<file path="src/rtl/rf_stream_reader_pkg.sv">
// Shared definitions for the phit register-file access blocks: parameter
// defaults and the controller state encoding.
package rf_stream_reader_pkg;

    localparam int phit_size    = 32;
    localparam int dwidth_RFadd = 4;
    localparam int depth_RF     = 16;

    typedef enum logic [1:0] {
        ST_IDLE  = 2'd0,
        ST_READ  = 2'd1,
        ST_DRAIN = 2'd2,
        ST_DONE  = 2'd3
    } rf_ctrl_state_t;

endpackage

</file>
<file path="src/rtl/rf_stream_reader.sv">
// Walks a wrapping range of register-file entries and streams each entry out
// through a single valid/ready output register with a last flag.
module rf_stream_reader
    import rf_stream_reader_pkg::*;
#(
    parameter int PHIT_W = phit_size,
    parameter int AW     = dwidth_RFadd,
    parameter int DEPTH  = depth_RF
) (
    input  logic              clk,
    input  logic              rst_n,
    input  logic              start,
    input  logic [AW-1:0]     base_addr,
    input  logic [AW:0]       len,
    output logic              busy,
    output logic              done,
    output logic [AW-1:0]     rf_rd_addr,
    input  logic [PHIT_W-1:0] rf_rd_data,
    output logic [PHIT_W-1:0] m_tdata,
    output logic              m_tvalid,
    input  logic              m_tready,
    output logic              m_tlast
);

    localparam logic [AW-1:0] LAST_ADDR = AW'(DEPTH - 1);
    localparam logic [AW:0]   ONE       = (AW+1)'(1);

    rf_ctrl_state_t state, state_d;
    logic [AW-1:0]  ptr;
    logic [AW:0]    remaining;
    logic           free;
    logic           load;
    logic           accept;

    assign rf_rd_addr = ptr;
    assign free       = !m_tvalid || m_tready;
    assign accept     = m_tvalid && m_tready;

    // NOTE: every signal driven here gets a default first, so no path leaves
    // it unassigned and no latch is inferred.
    always_comb begin
        state_d = state;
        load    = 1'b0;
        busy    = (state != ST_IDLE);
        done    = (state == ST_DONE);
        unique case (state)
            ST_IDLE: begin
                if (start) state_d = (len == '0) ? ST_DONE : ST_READ;
            end
            ST_READ: begin
                if (free) begin
                    load = 1'b1;
                    if (remaining == ONE) state_d = ST_DRAIN;
                end
            end
            ST_DRAIN: begin
                if (accept) state_d = ST_DONE;
            end
            ST_DONE: state_d = ST_IDLE;
            default: state_d = ST_IDLE;
        endcase
    end

    // NOTE: state registers use non-blocking assignments so every flop samples
    // pre-edge values, independent of statement order.
    always_ff @(posedge clk or negedge rst_n) begin
        if (!rst_n) state <= ST_IDLE;
        else        state <= state_d;
    end

    // Datapath: the beat is captured from the read port at the load edge, so a
    // same-edge write to that entry only shows up on a later read.
    always_ff @(posedge clk or negedge rst_n) begin
        if (!rst_n) begin
            ptr       <= '0;
            remaining <= '0;
            m_tdata   <= '0;
            m_tvalid  <= 1'b0;
            m_tlast   <= 1'b0;
        end else begin
            if (state == ST_IDLE && start && len != '0) begin
                ptr       <= base_addr;
                remaining <= len;
            end

            if (load) begin
                m_tdata   <= rf_rd_data;
                m_tvalid  <= 1'b1;
                m_tlast   <= (remaining == ONE);
                ptr       <= (ptr == LAST_ADDR) ? '0 : ptr + 1'b1;
                remaining <= remaining - ONE;
            end else if (accept) begin
                m_tvalid  <= 1'b0;
                m_tlast   <= 1'b0;
            end
        end
    end

endmodule

</file>
<file path="config.mk">
export PLATFORM = sky130hd
export DESIGN_NAME = rf_stream_reader
export DESIGN_NICKNAME = d
export VERILOG_FILES = /design/src/rtl/rf_stream_reader_pkg.sv /design/src/rtl/rf_stream_reader.sv
export SDC_FILE = /design/constraint.sdc
export NUM_CORES = 1
export LEC_CHECK = 0
export ABC_AREA = 1
export CORE_ASPECT_RATIO = 0.9
export CORE_MARGIN = 8
export CORE_UTILIZATION = 39
export DETAILED_ROUTE_END_ITERATION = 8
export PLACE_DENSITY = 0.87
export SLEW_MARGIN = 20
export SYNTH_ARGS = -nofsm -noshare
export SYNTH_HDL_FRONTEND = slang
export SYNTH_SLANG_ARGS = --single-unit
</file>
<file path="constraint.sdc">
create_clock -name clk -period 1.5 [get_ports clk]
set_clock_uncertainty 0.1 [all_clocks]
set_input_delay 0.15 -clock clk [delete_from_list [all_inputs] [get_ports clk]]
set_output_delay 0.15 -clock clk [all_outputs]
set_load 0.02 [all_outputs]
</file>
# Word-level counts from Yosys, hierarchy flattened
# Index checks and enable logic that the tools add are counted.
[word_totals]
register_bits = 45
latchBits = 0
ram_bits = 0
rom_bits = 0
in_bits = 45
out_inout_bits = 40
elab_cells = 45
memories = 0
[classes]
add_sub_neg = 2
multipliers = 0
div_mod_pow = 0
magnitude_cmp = 0
n_eq_ne = 9
shifts = 0
n_mux = 16
bitwise = 0
reduce_logical = 12
[ops]
columns = ["op", "n"]
rows = [
  ["2-to-1 mux 4 bit", 3],
  ["2-to-1 mux 2 bit", 5],
  ["2-to-1 mux 5 bit", 2],
  ["inequality test 2 bit (second input constant)", 4],
  ["one-hot mux 2 bit (4 select lines)", 1],
  ["nonzero test 2 bit", 3],
  ["== test 5 x 1 -> 1 bit (second input constant)", 1],
  ["logical NOT 5 bit", 1],
  ["2-to-1 mux 1 bit", 5],
  ["nonzero test 5 bit", 1],
  ["subtractor 5 x 1 -> 5 bit (second input constant)", 1],
  ["adder 4 x 1 -> 4 bit (second input constant)", 1],
  ["== test 2 bit (second input constant)", 2],
  ["== test 4 bit (second input constant)", 1],
  ["AND reduction 4 bit", 1],
  ["logical AND 1 bit", 3],
  ["== test 2 x 1 -> 1 bit (second input constant)", 1],
  ["logical NOT 2 bit", 1],
  ["logical NOT 1 bit", 1],
  ["logical OR 1 bit", 1],
]

# Logic depth before layout (Yosys ltp)
# Gate-level depths: netlist (run 1).
[depth]
word_depth = 5
mapped_depth = 10
mapped_depth_nobuf = 10

# Least setup slack after synthesis (run 1)
# No wires, ideal clock.
[synth_path]
path_type = "reg-to-reg"
startpoint = "register state[0]"
endpoint = "register ptr[0] (netlist: rf_rd_addr[0])"
setup_ps = 121
t_arrival_ps = 1232
required_time_ps = 1279
path_slack_ps = 47
stages_incl_launch_ff = 10
path_buffers = 1
synth_period_minus_slack_ps = 1453
cell_sequence = "dfrtp_1 -> inv_1 -> ha_1 -> nand2_1 -> inv_1 -> nand2_1 -> nand2_1 -> buf_2 -> nand2_1 -> o21ai_1"
[synth_between]
elab_chain_len = 4
word_cells_on_any_way = 7
cone_classes = "eq/ne (1); mux (2); reduce/logical (4)"
[synth_rtl]
columns = ["item", "line", "text"]
rows = [
  ["start, declared", "rf_stream_reader.sv:28", "rf_ctrl_state_t state, state_d;"],
  ["start signal, assigned", "rf_stream_reader.sv:68", "else state <= state_d;"],
  ["logical NOT 2 bit", "rf_stream_reader.sv:81", "if (state == ST_IDLE && start && len != '0) begin"],
  ["logical AND 1 bit (2 in series)", "rf_stream_reader.sv:81", ""],
  ["nonzero test 2 bit (no line)", "n/a", ""],
  ["end signal, assigned", "rf_stream_reader.sv:82", "ptr <= base_addr;"],
  ["end signal, assigned", "rf_stream_reader.sv:90", "ptr <= (ptr == LAST_ADDR) ? '0 : ptr + 1'b1;"],
  ["end, declared", "rf_stream_reader.sv:29", "logic [AW-1:0] ptr;"],
]
# Several ways; a longest one is shown, not always the timed one.
# A chain may end at the register's enable or synchronous reset.

# Worst setup path in the final report (run 1)
[layout_path]
startpoint = "register ptr[0] (netlist: rf_rd_addr[0])"
endpoint = "register ptr[2] (netlist: rf_rd_addr[2])"
[layout_between]
elab_chain_len = 3
word_cells_on_any_way = 4
cone_classes = "add/sub (1); eq/ne (1); mux (2)"
[layout_rtl]
columns = ["item", "line", "text"]
rows = [
  ["adder 4 x 1 -> 4 bit / == test 4 bit (equally long branches)", "rf_stream_reader.sv:90", ""],
  ["2-to-1 mux 4 bit (*)", "rf_stream_reader.sv:90", ""],
  ["2-to-1 mux 4 bit (*)", "rf_stream_reader.sv:86", "if (load) begin"],
]
# Mark *: on every way between the ends. The rest lies on a longest branch, timed or not.

==> results.md, run 1 <==
* Failing checks: negative setup slack
* Crit share post-route at 101.8%
* CTS root buf: clkbuf_8
* Max cap viols at 0
* Met3 WL at about 540 um
* Fraction of layout instances using a drive strength above 1 at about 14%
* CP Max Fanout at 5
* Register area share after synthesis at a little over half
* Data required time of the critical path at approximately 1.6 ns
* Drt first pass iters at 4
* Critical Path End Type: register
* Drt via density at 4.733
* Number of global-route vias before repair at about 2.1k
* Total CTS buffers at 5
* Die outline width at 93.69 um
* DP HPWL at around 4500 um
* Compound-Gate Fraction of Synth Area at ~3.1%
* Final instance area at approximately 3400 um2
* Clock transition at path regs at 0.09 ns
* Final Max Tran Viols at 0
* Syn nets at 324
* Placed inst area at around 3200 um2
* Final Worst Setup Slack at -0.02713 ns
* Core area at ~5300 um2
* Synthesized flop and latch total at 45
* Setup violators final at 3
* Post-synthesis simple-gate area fraction at around a third
* Largest family of logic cells by synthesized area: simple AND/OR/NAND/NOR gates
* GR Overflow Total at 0
* YS warnings at 0
* F_max at 654.8 MHz
* Clock sinks at 45
* R2R setup slack at -0.03 ns
* Port bufs at 84
* FF-to-FF path depth at 6
* Floorplan row count at 25
* Status: complete, but fails checks
* PD cells at between 2000 and 2500 nW/um2
* Mean Syn Cell Area at 7.817 um2
* IO Pins at 85
* First-pass GRT wire length at 9929 um
* XOR/XNOR Fraction of Synth Area at 0%
* DRT antenna net count at 0
* Total negative setup slack at -0.05722 ns
* Setup crit start kind: register
* Die Y-Extent at ~86 um
* # DRC at 0
* CTS tree: built
* Area grow syn2layout at 61.78%
* Crit path kind: reg -> reg
* Final WL at ~6400 um
* Via count at 2,106
* Gr usage total at between 10% and 20%
* Mux share of post-synthesis cell area at 0%
* Smallest hold slack at around 0.25 ns
* Worst-skew pair later-pin latency at about 0.29 ns
* Wl on met1 at 2596 um
* Final core occ at between 60% and 70%
* Ant diodes at 0
* Measured slew at the worst slew-check pin at between 0.2 and 0.25 ns
* Gpl congestion at about 0.8
* Wire per inst at roughly 14 um
* Nets at 430
* Post-layout minimum cycle time at 1.527 ns
* Gate Count Post-Synth at approximately 270
* Initial antenna violation count at 0
* Hold Vio Cnt, Final at 0
* Worst EP arrival at 1.61 ns
* RSZ-0062 raised after global routing: true
* Worst min path class: in -> async
* Worst setup startpoint: rf_rd_addr[0]$_DFFE_PN0P_
* Commonest non-fill, non-tap cell in the layout: nand2_1
* Pre-CTS setup slack at -0.09741 ns
* Die Area at 8049 um2
* H-tree depth at 2
* Routed length on met2 at between 3000 and 4000 um
* Longest Clk Path Bufs at 2
* Synth cell types at 15
* Pleak at between 1.5 and 2 nW
* Worst vdd ir at between 0.001 and 0.0015 V
* Slew HR at ~83%
* Capture point of the worst reg-to-reg path: rf_rd_addr[2]$_DFFE_PN0P_
* Largest net degree at the start of global routing at 46
* DR top layer: met4
* Worst r2r src: rf_rd_addr[0]$_DFFE_PN0P_
* DRT iter0 DRCs at about 110
* Synth Area in Adders at under 10%
* Cell Area, Synth at between 2000 and 2500 um2
* Starting Density at between 40% and 50%
* Commonest non-fill, non-tap cells in the layout: nand2_1 (144), dfrtp_1 (45), clkdlybuf4s50_1 (43)
[cells in the mapped netlist (all sizes together)]
library cell	n	area share, %
nand2	149	26
dfrtp	45	53
inv	17	3.0
nand3	15	3.5
buf	10	3.0
o21ai	10	2.4
nor2	9	1.6
ha	8	4.7
nand4	3	0.89
a21oi	2	0.47
or2	2	0.59
o22ai	1	0.30
[through the flow]
stage / std cells / power (mW)
2_1_floorplan: 271 / 4.501
3_3_place_gp: 431 / 6.331
3_5_place_dp: 431 / 6.491
4_1_cts: 442 / 7.265
5_1_grt: 445 / 8.208
6_report: 445 / 7.592
[flip-flops by register name, indices dropped and copies added, names as in the netlist]
| signal | flops |
|---|---|
| m_tdata | 32 |
| rf_rd_addr | 4 |
| state | 2 |
| remaining | 5 |
| m_tvalid | 1 |
| m_tlast | 1 |
[critical path, stage by stage (launching register included)]
cell and delay (ns):
dfrtp_1 0.45, ha_1 0.25, or2_2 0.32, nand3_2 0.09
nand2_1 0.06, nand2_1 0.07, nand2_1 0.07
[timing repair]
item,CTS,global route
cloned,1,3
hold buffers,1,0
endpoints found under the hold margin,45,0
gates resized for setup,51,21
setup buffers,1,0
pin swaps,0,7
setup endpoints to repair,70,41
[cell families after synthesis]
family	after synthesis
AND/OR/NAND/NOR	178
flip-flops	45
buffers and inverters	27
AO/OA/AOI/OAI	13
adder cells (fa/ha/maj)	8
[area by class of cell]
cell class                 instances  area [um2]
sequential                        45        1126
multi-input combinational        199       930.9
inverter                          17       66.31
clock inverter                     2       37.54
fill                             454        1828
clock buffer                       6       82.58
tap                               67       83.83
timing repair buffer             109        1100
[routing by layer]
metal	track usage [%]	up-vias
met5	0	-
met3	5.934	6
met2	25.49	78
met1	17.61	983
met4	3.022	0
li1	-	1039
[worst max path at each step]
stage                                            to  slack, ns
after floorplan           rf_rd_addr[0]$_DFFE_PN0P_       0.05
after global placement          m_tlast$_DFFE_PN0P_      -0.07
after detailed placement        m_tlast$_DFFE_PN0P_       -0.1
after CTS                                      busy      0.003
after global routing      rf_rd_addr[2]$_DFFE_PN0P_      -0.11
final                     rf_rd_addr[2]$_DFFE_PN0P_      -0.03
[power breakdown]
part           switching [mW]  internal (mW)
combinational            2.50           1.94
clock                   0.400          0.542
sequential              0.388           1.82
total                    3.29           4.30
Power figures use the tool's default switching activity.
==> inputs of run 2 (changes only) <==
Settings changed: SKIP_LAST_GASP set to 1.
==> run 2 against run 1 <==
Effect of this change: sequential share of layout area is 0.59 points higher; largest power group unchanged; non-clock buffer count is 1 lower; combinational power is 4.5% lower; maximum frequency is 3.6% higher; final cell count is 0.22% lower; die area stayed put; power is 2.8% lower; the run now ends clean.
==> results.md, run 2 (synthesis results as in run 1) <==
* Final Max Tran Viols at 0 (unchanged)
* Non-Filler Instances at 444 (-0.22%)
* Fraction of layout instances using a drive strength above 1 at 12.20% (-1.8 points)
* Max FFs per register at 32 (unchanged)
* Floorplan row count at 25 (unchanged)
* Measured slew at the worst slew-check pin at 0.2455 ns (-0.004136 ns)
* Smallest hold slack at 0.2609 ns (+0.006444 ns)
* Status: finished, final reports clean
* Setup crit start kind: register
* Gr usage total at 15.10% (unchanged)
* Data required time of the critical path at 1.61 ns (+0.03 ns)
* Hold Vio Cnt, Final at 0 (unchanged)
* # DRC at 0 (unchanged)
* Clock transition at path regs at 0.08 ns (about the same)
* H-tree depth at 2 (unchanged)
* Die Y-Extent at 85.92 um (unchanged)
* Die Area at 8049 um2 (unchanged)
* Pleak at 1.821 nW (-1.1%)
* Initial antenna violation count at 0 (unchanged)
* Port bufs at 84 (unchanged)
* Via count at 2,069 (-1.8%)
* Pre-CTS setup slack at -0.09741 ns (unchanged)
* Worst setup startpoint: state[0]$_DFFE_PN0P_
* Fillers at 462 (+1.8%)
* Worst-skew pair later-pin latency at 0.28 ns (about the same)
* Die outline width at 93.69 um (unchanged)
* Dpl cells at 431 (unchanged)
* RSZ-0062 raised after global routing: true
* Overall power at 7.379 mW (-2.8%)
* Crit path kind: reg -> reg
* Final instance area at 3367 um2 (-1.8%)
* Largest reg by FF count: m_tdata
* Total negative setup slack at 0 ns (+0.05722 ns)
* Final Worst Setup Slack at 0.02630 ns (+0.05343 ns)
* Drt first pass iters at 4 (unchanged)
* F_max at 678.6 MHz (+3.6%)
* Ant diodes at 0 (unchanged)
* Total CTS buffers at 5 (unchanged)
* Crit share post-route at 98.25% (-3.6 points)
* DRT iter0 DRCs at 82 (-28%)
* Worst min path class: in -> async
* Setup violators final at 0 (-3)
* Post-layout minimum cycle time at 1.474 ns (-0.05343 ns)
* Wire per inst at 13.53 um (-5.6%)
* DP HPWL at 4465 um (unchanged)
* GR Overflow Total at 0 (unchanged)
* Gpl congestion at 0.7987 (unchanged)
* Clock sinks at 45 (unchanged)
* Largest net degree at the start of global routing at 46 (unchanged)
* CTS root buf: clkbuf_8
* Commonest non-fill, non-tap cell in the layout: nand2_1
* Worst r2r src: state[0]$_DFFE_PN0P_
* FF/Latch Area at 1126 um2 (unchanged)
* Final WL at 6009 um (-5.8%)
* Critical Path End Type: register
* Final core occ at 64.07% (-1.1 points)
* Longest Clk Path Bufs at 2 (unchanged)
* Worst EP arrival at 1.58 ns (-0.03 ns)
* First-pass GRT wire length at 9929 um (unchanged)
* PD cells at 2192 nW/um2 (-1.1%)
* CP Max Fanout at 9 (+4)
* Drt via density at 4.660 (-1.5%)
* Slew HR at 83.63% (+0.45 points)
* IO Pins at 85 (unchanged)
* Starting Density at 40.31% (unchanged)
* Number of global-route vias before repair at 2,141 (unchanged)
* Placed inst area at 3167 um2 (unchanged)
* Area occupied by multi-input gates at 907.1 um2 (-2.6%)
* Nets at 429 (-0.23%)
* Worst vdd ir at 0.001026 V (-1.3%)
* Max cap viols at 0 (unchanged)
* DRT antenna net count at 0 (unchanged)
* CTS tree: built
* Core area at 5255 um2 (unchanged)
* Commonest non-fill, non-tap cells in the layout: nand2_1 (146), dfrtp_1 (45), clkdlybuf4s50_1 (43)
* Area grow syn2layout at 58.95%
-- run 2: cell types whose count changed in the layout (fill, tap and decap cells not counted), sizes merged --
cell | previous run | this run
clkdlybuf4s15 | 1 | 0
-- run 2: final timing paths --
check                      cells past startpoint  slack, ns                         to
max                                            7       0.03   remaining[4]$_DFFE_PN0P_
max reg2reg                                    7       0.03   remaining[4]$_DFFE_PN0P_
max in group asynchronous                      3       0.82       state[0]$_DFFE_PN0P_
min                                            3       0.26  rf_rd_addr[0]$_DFFE_PN0P_
min in group clk                               3       0.29     m_tdata[7]$_DFFE_PN0P_
min reg2reg                                    2       0.38    m_tdata[27]$_DFFE_PN0P_
-- run 2: final cells by class --
| cell class | count | share of cell area (%) |
|---|---|---|
| sequential | 45 | 33.44 |
| clock inverter | 2 | 1.115 |
| clock buffer | 6 | 2.453 |
| tap | 67 | 2.490 |
| timing repair buffer | 108 | 31.59 |
| inverter | 17 | 1.970 |
| multi-input combinational | 199 | 26.94 |
-- run 2: critical path, cell delays in order (launching register included) --
cell,delay [ns]
dfrtp_1,0.40
buf_6,0.13
ha_4,0.18
nand2_4,0.08
buf_12,0.13
nand2_2,0.07
buf_4,0.15
o21ai_1,0.14
-- run 2: metal layers --
| layer | routed length [um] | GRT usage, % | share of wire [%] |
|---|---|---|---|
| met1 | 2435 | 17.61 | 41 |
| met5 | 0 | 0 | 0 |
| met2 | 3007 | 25.49 | 50 |
| met3 | 534 | 5.934 | 8.9 |
| met4 | 31 | 3.022 | 0.52 |
-- run 2: repair_timing --
action,4_1_cts,5_1_grt
pin swaps,0,2
hold buffers,1,0
endpoints found under the setup margin,70,46
buffers inserted,1,0
gates resized for setup,46,18
cloned,1,2
endpoints found under the hold margin,45,0
-- run 2: power by group --
group / leakage [nW] / total, mW / internal [mW] / switching, mW
registers: 0.554 / 2.21 / 1.82 / 0.387
clock network: 0.0574 / 0.937 / 0.542 / 0.395
logic: 1.21 / 4.24 / 1.84 / 2.40
total: 1.82 / 7.38 / 4.20 / 3.18
==> inputs of run 3 (changes only) <==
Settings changed: CORE_UTILIZATION 39 to 30, PLACE_DENSITY 0.87 to 0.72.
==> run 3 against run 2 <==
Effect of this change: combinational power fell by 7.5%; first-iteration DRC count fell by 8.5%; sequential cell count did not move; largest power group unchanged; power fell by 7.0%; critical path type is now reg -> out; hold slack barely moved; wire length fell by 2.8%.
==> results.md, run 3 (synthesis results as in run 1) <==
* Status: finished, final reports clean
* Non-Filler Instances at 465 (+4.7%)
* Dpl cells at 456 (+5.8%)
* DP HPWL at 4405 um (-1.3%)
* Pleak at 1.741 nW (-4.4%)
* Worst setup startpoint: state[0]$_DFFE_PN0P_
* Combinational power share at 57.1% (-0.3 points)
* Largest net degree at the start of global routing at 46 (unchanged)
* DRT iter0 DRCs at 75 (-8.5%)
* Final Max Tran Viols at 0 (unchanged)
* Area grow syn2layout at 54.52%
* Ant diodes at 0 (unchanged)
* Wire per inst at 12.56 um (-7.2%)
* Post-layout minimum cycle time at 1.444 ns (-0.02966 ns)
* Gr usage total at 11.78% (-3.3 points)
* PD cells at 2097 nW/um2 (-4.3%)
* DRT antenna net count at 0 (unchanged)
* Drt via density at 4.292 (-7.9%)
* Hold Vio Cnt, Final at 0 (unchanged)
* Max cap viols at 0 (unchanged)
* Fraction of layout instances using a drive strength above 1 at 11.56% (-0.64 points)
* # DRC at 0 (unchanged)
* Clock Power Share at 10.6% (-2.1 points)
* Critical Path End Type: output port
* Crit share post-route at 96.27% (-2.0 points)
* Gpl congestion at 0.7871 (-1.5%)
* Setup violators final at 0 (unchanged)
* Nets at 424 (-1.2%)
* Fillers at 674 (+46%)
* Final Worst Setup Slack at 0.05596 ns (+0.02966 ns)
* CTS tree: built
* RSZ-0062 raised after global routing: true
* Largest reg by FF count: m_tdata
* Longest Clk Path Bufs at 2 (unchanged)
* CTS root buf: clkbuf_8
* Commonest non-fill, non-tap cell in the layout: nand2_1
* IO Pins at 85 (unchanged)
* Port bufs at 84 (unchanged)
* Switching part of the total at 45.18% (+2.1 points)
* Worst EP arrival at 1.19 ns (-0.39 ns)
* Data required time of the critical path at 1.25 ns (-0.36 ns)
* Commonest non-fill, non-tap cells in the layout: nand2_1 (147), dfrtp_1 (44), clkdlybuf4s50_1 (43)
* Pre-CTS setup slack at -0.1091 ns (-0.01165 ns)
* F_max at 692.5 MHz (+2.1%)
* Max FFs per register at 32 (unchanged)
* Number of global-route vias before repair at 2,111 (-1.4%)
* Via count at 1,996 (-3.5%)
* Core area at 6930 um2 (+32%)
* Switching power at 3.102 mW (-2.4%)
* Crit path kind: reg -> out
* Area occupied by multi-input gates at 903.4 um2 (-0.41%)
* Die outline width at 104.6 um (+12%)
* Internal at 3.763 mW (-10%)
* FF/Latch Area at 1127 um2 (+0.11%)
* Floorplan row count at 29 (+16%)
* Die Area at 10,010 um2 (+24%)
* GR Overflow Total at 0 (unchanged)
* Reg power frac at 32.3% (+2.4 points)
* Setup crit start kind: register
* Total CTS buffers at 5 (unchanged)
* H-tree depth at 2 (unchanged)
* Final WL at 5839 um (-2.8%)
* Drt first pass iters at 4 (unchanged)
* Clock sinks at 45 (unchanged)
* First-pass GRT wire length at 9853 um (-0.77%)
* Smallest hold slack at 0.2614 ns (+0.0004980 ns)
* Slew HR at 83.17% (-0.46 points)
* Worst min path class: in -> async
* Clock transition at path regs at 0.08 ns (about the same)
* Worst vdd ir at 0.0008219 V (-20%)
* Initial antenna violation count at 0 (unchanged)
* Starting Density at 30.57% (-9.7 points)
* Measured slew at the worst slew-check pin at 0.2535 ns (+0.007937 ns)
* CP Max Fanout at 3 (-6)
* Die Y-Extent at 95.72 um (+11%)
* Overall power at 6.865 mW (-7.0%)
* Worst r2r src: state[1]$_DFFE_PN0P_
* Worst-skew pair later-pin latency at 0.29 ns (about the same)
[run 3: critical path, cell delays in order (launching register included)]
cell and delay [ns]:
dfrtp_2 0.45, buf_6 0.13, ha_1 0.18, buf_4 0.15
[run 3: routing by layer]
metal  vias to the layer above  wire, um  track usage, %
met5                         -         0               0
met4                         0        43           3.203
met3                         4       357           4.485
met2                        48      2885           19.83
met1                       917      2551           13.98
li1                       1027         -               -
[run 3: path summary, 6_finish.rpt]
kind / depth (start not counted) / slack (ns) / to
worst max register to register: 8 / 0.07 / remaining[3]$_DFFE_PN0P_
min in group clk: 3 / 0.28 / m_tdata[30]$_DFFE_PN0P_
worst max-delay path: 3 / 0.06 / done
max in group asynchronous: 3 / 0.81 / state[0]$_DFFE_PN0P_
worst min-delay path: 3 / 0.26 / remaining[3]$_DFFE_PN0P_
worst min register to register: 2 / 0.38 / m_tdata[27]$_DFFE_PN0P_
[run 3: layout make-up]
| class | count | area share (%) |
|---|---|---|
| Timing Repair Buffer | 103 | 29.78 |
| Tap cell | 93 | 3.555 |
| Multi-Input combinational cell | 199 | 27.60 |
| Clock inverter | 2 | 0.4587 |
| Sequential cell | 45 | 34.44 |
| Clock buffer | 6 | 2.217 |
| Inverter | 17 | 1.950 |
[run 3: what timing repair did]
| action | in CTS | in global routing |
|---|---|---|
| setup endpoints to repair | 73 | 45 |
| endpoints found under the hold margin | 45 | 0 |
| setup buffers | 0 | 0 |
| hold buffers | 1 | 0 |
| cloned | 0 | 0 |
| resized for setup | 44 | 18 |
[run 3: stage by stage]
| stage | TNS, ns | utilization, % | cell area [um2] |
|---|---|---|---|
| after floorplan | 0 | - | 2118 |
| after global placement | -1.205 | 46.06 | 3192 |
| after detailed placement | -2.912 | 46.06 | 3192 |
| after CTS | -0.3680 | 46.74 | 3239 |
| after global routing | -0.08170 | 47.23 | 3273 |
| final | 0 | 47.23 | 3273 |
[run 3: power groups by stage]
stage	registers (mW)	logic, mW	clock network (mW)
after CTS	2.20	3.90	0.768
after global routing	2.29	4.38	0.828
after floorplan	2.79	1.71	0
after global placement	2.22	4.13	0
after detailed placement	2.23	4.24	0
final	2.22	3.92	0.729
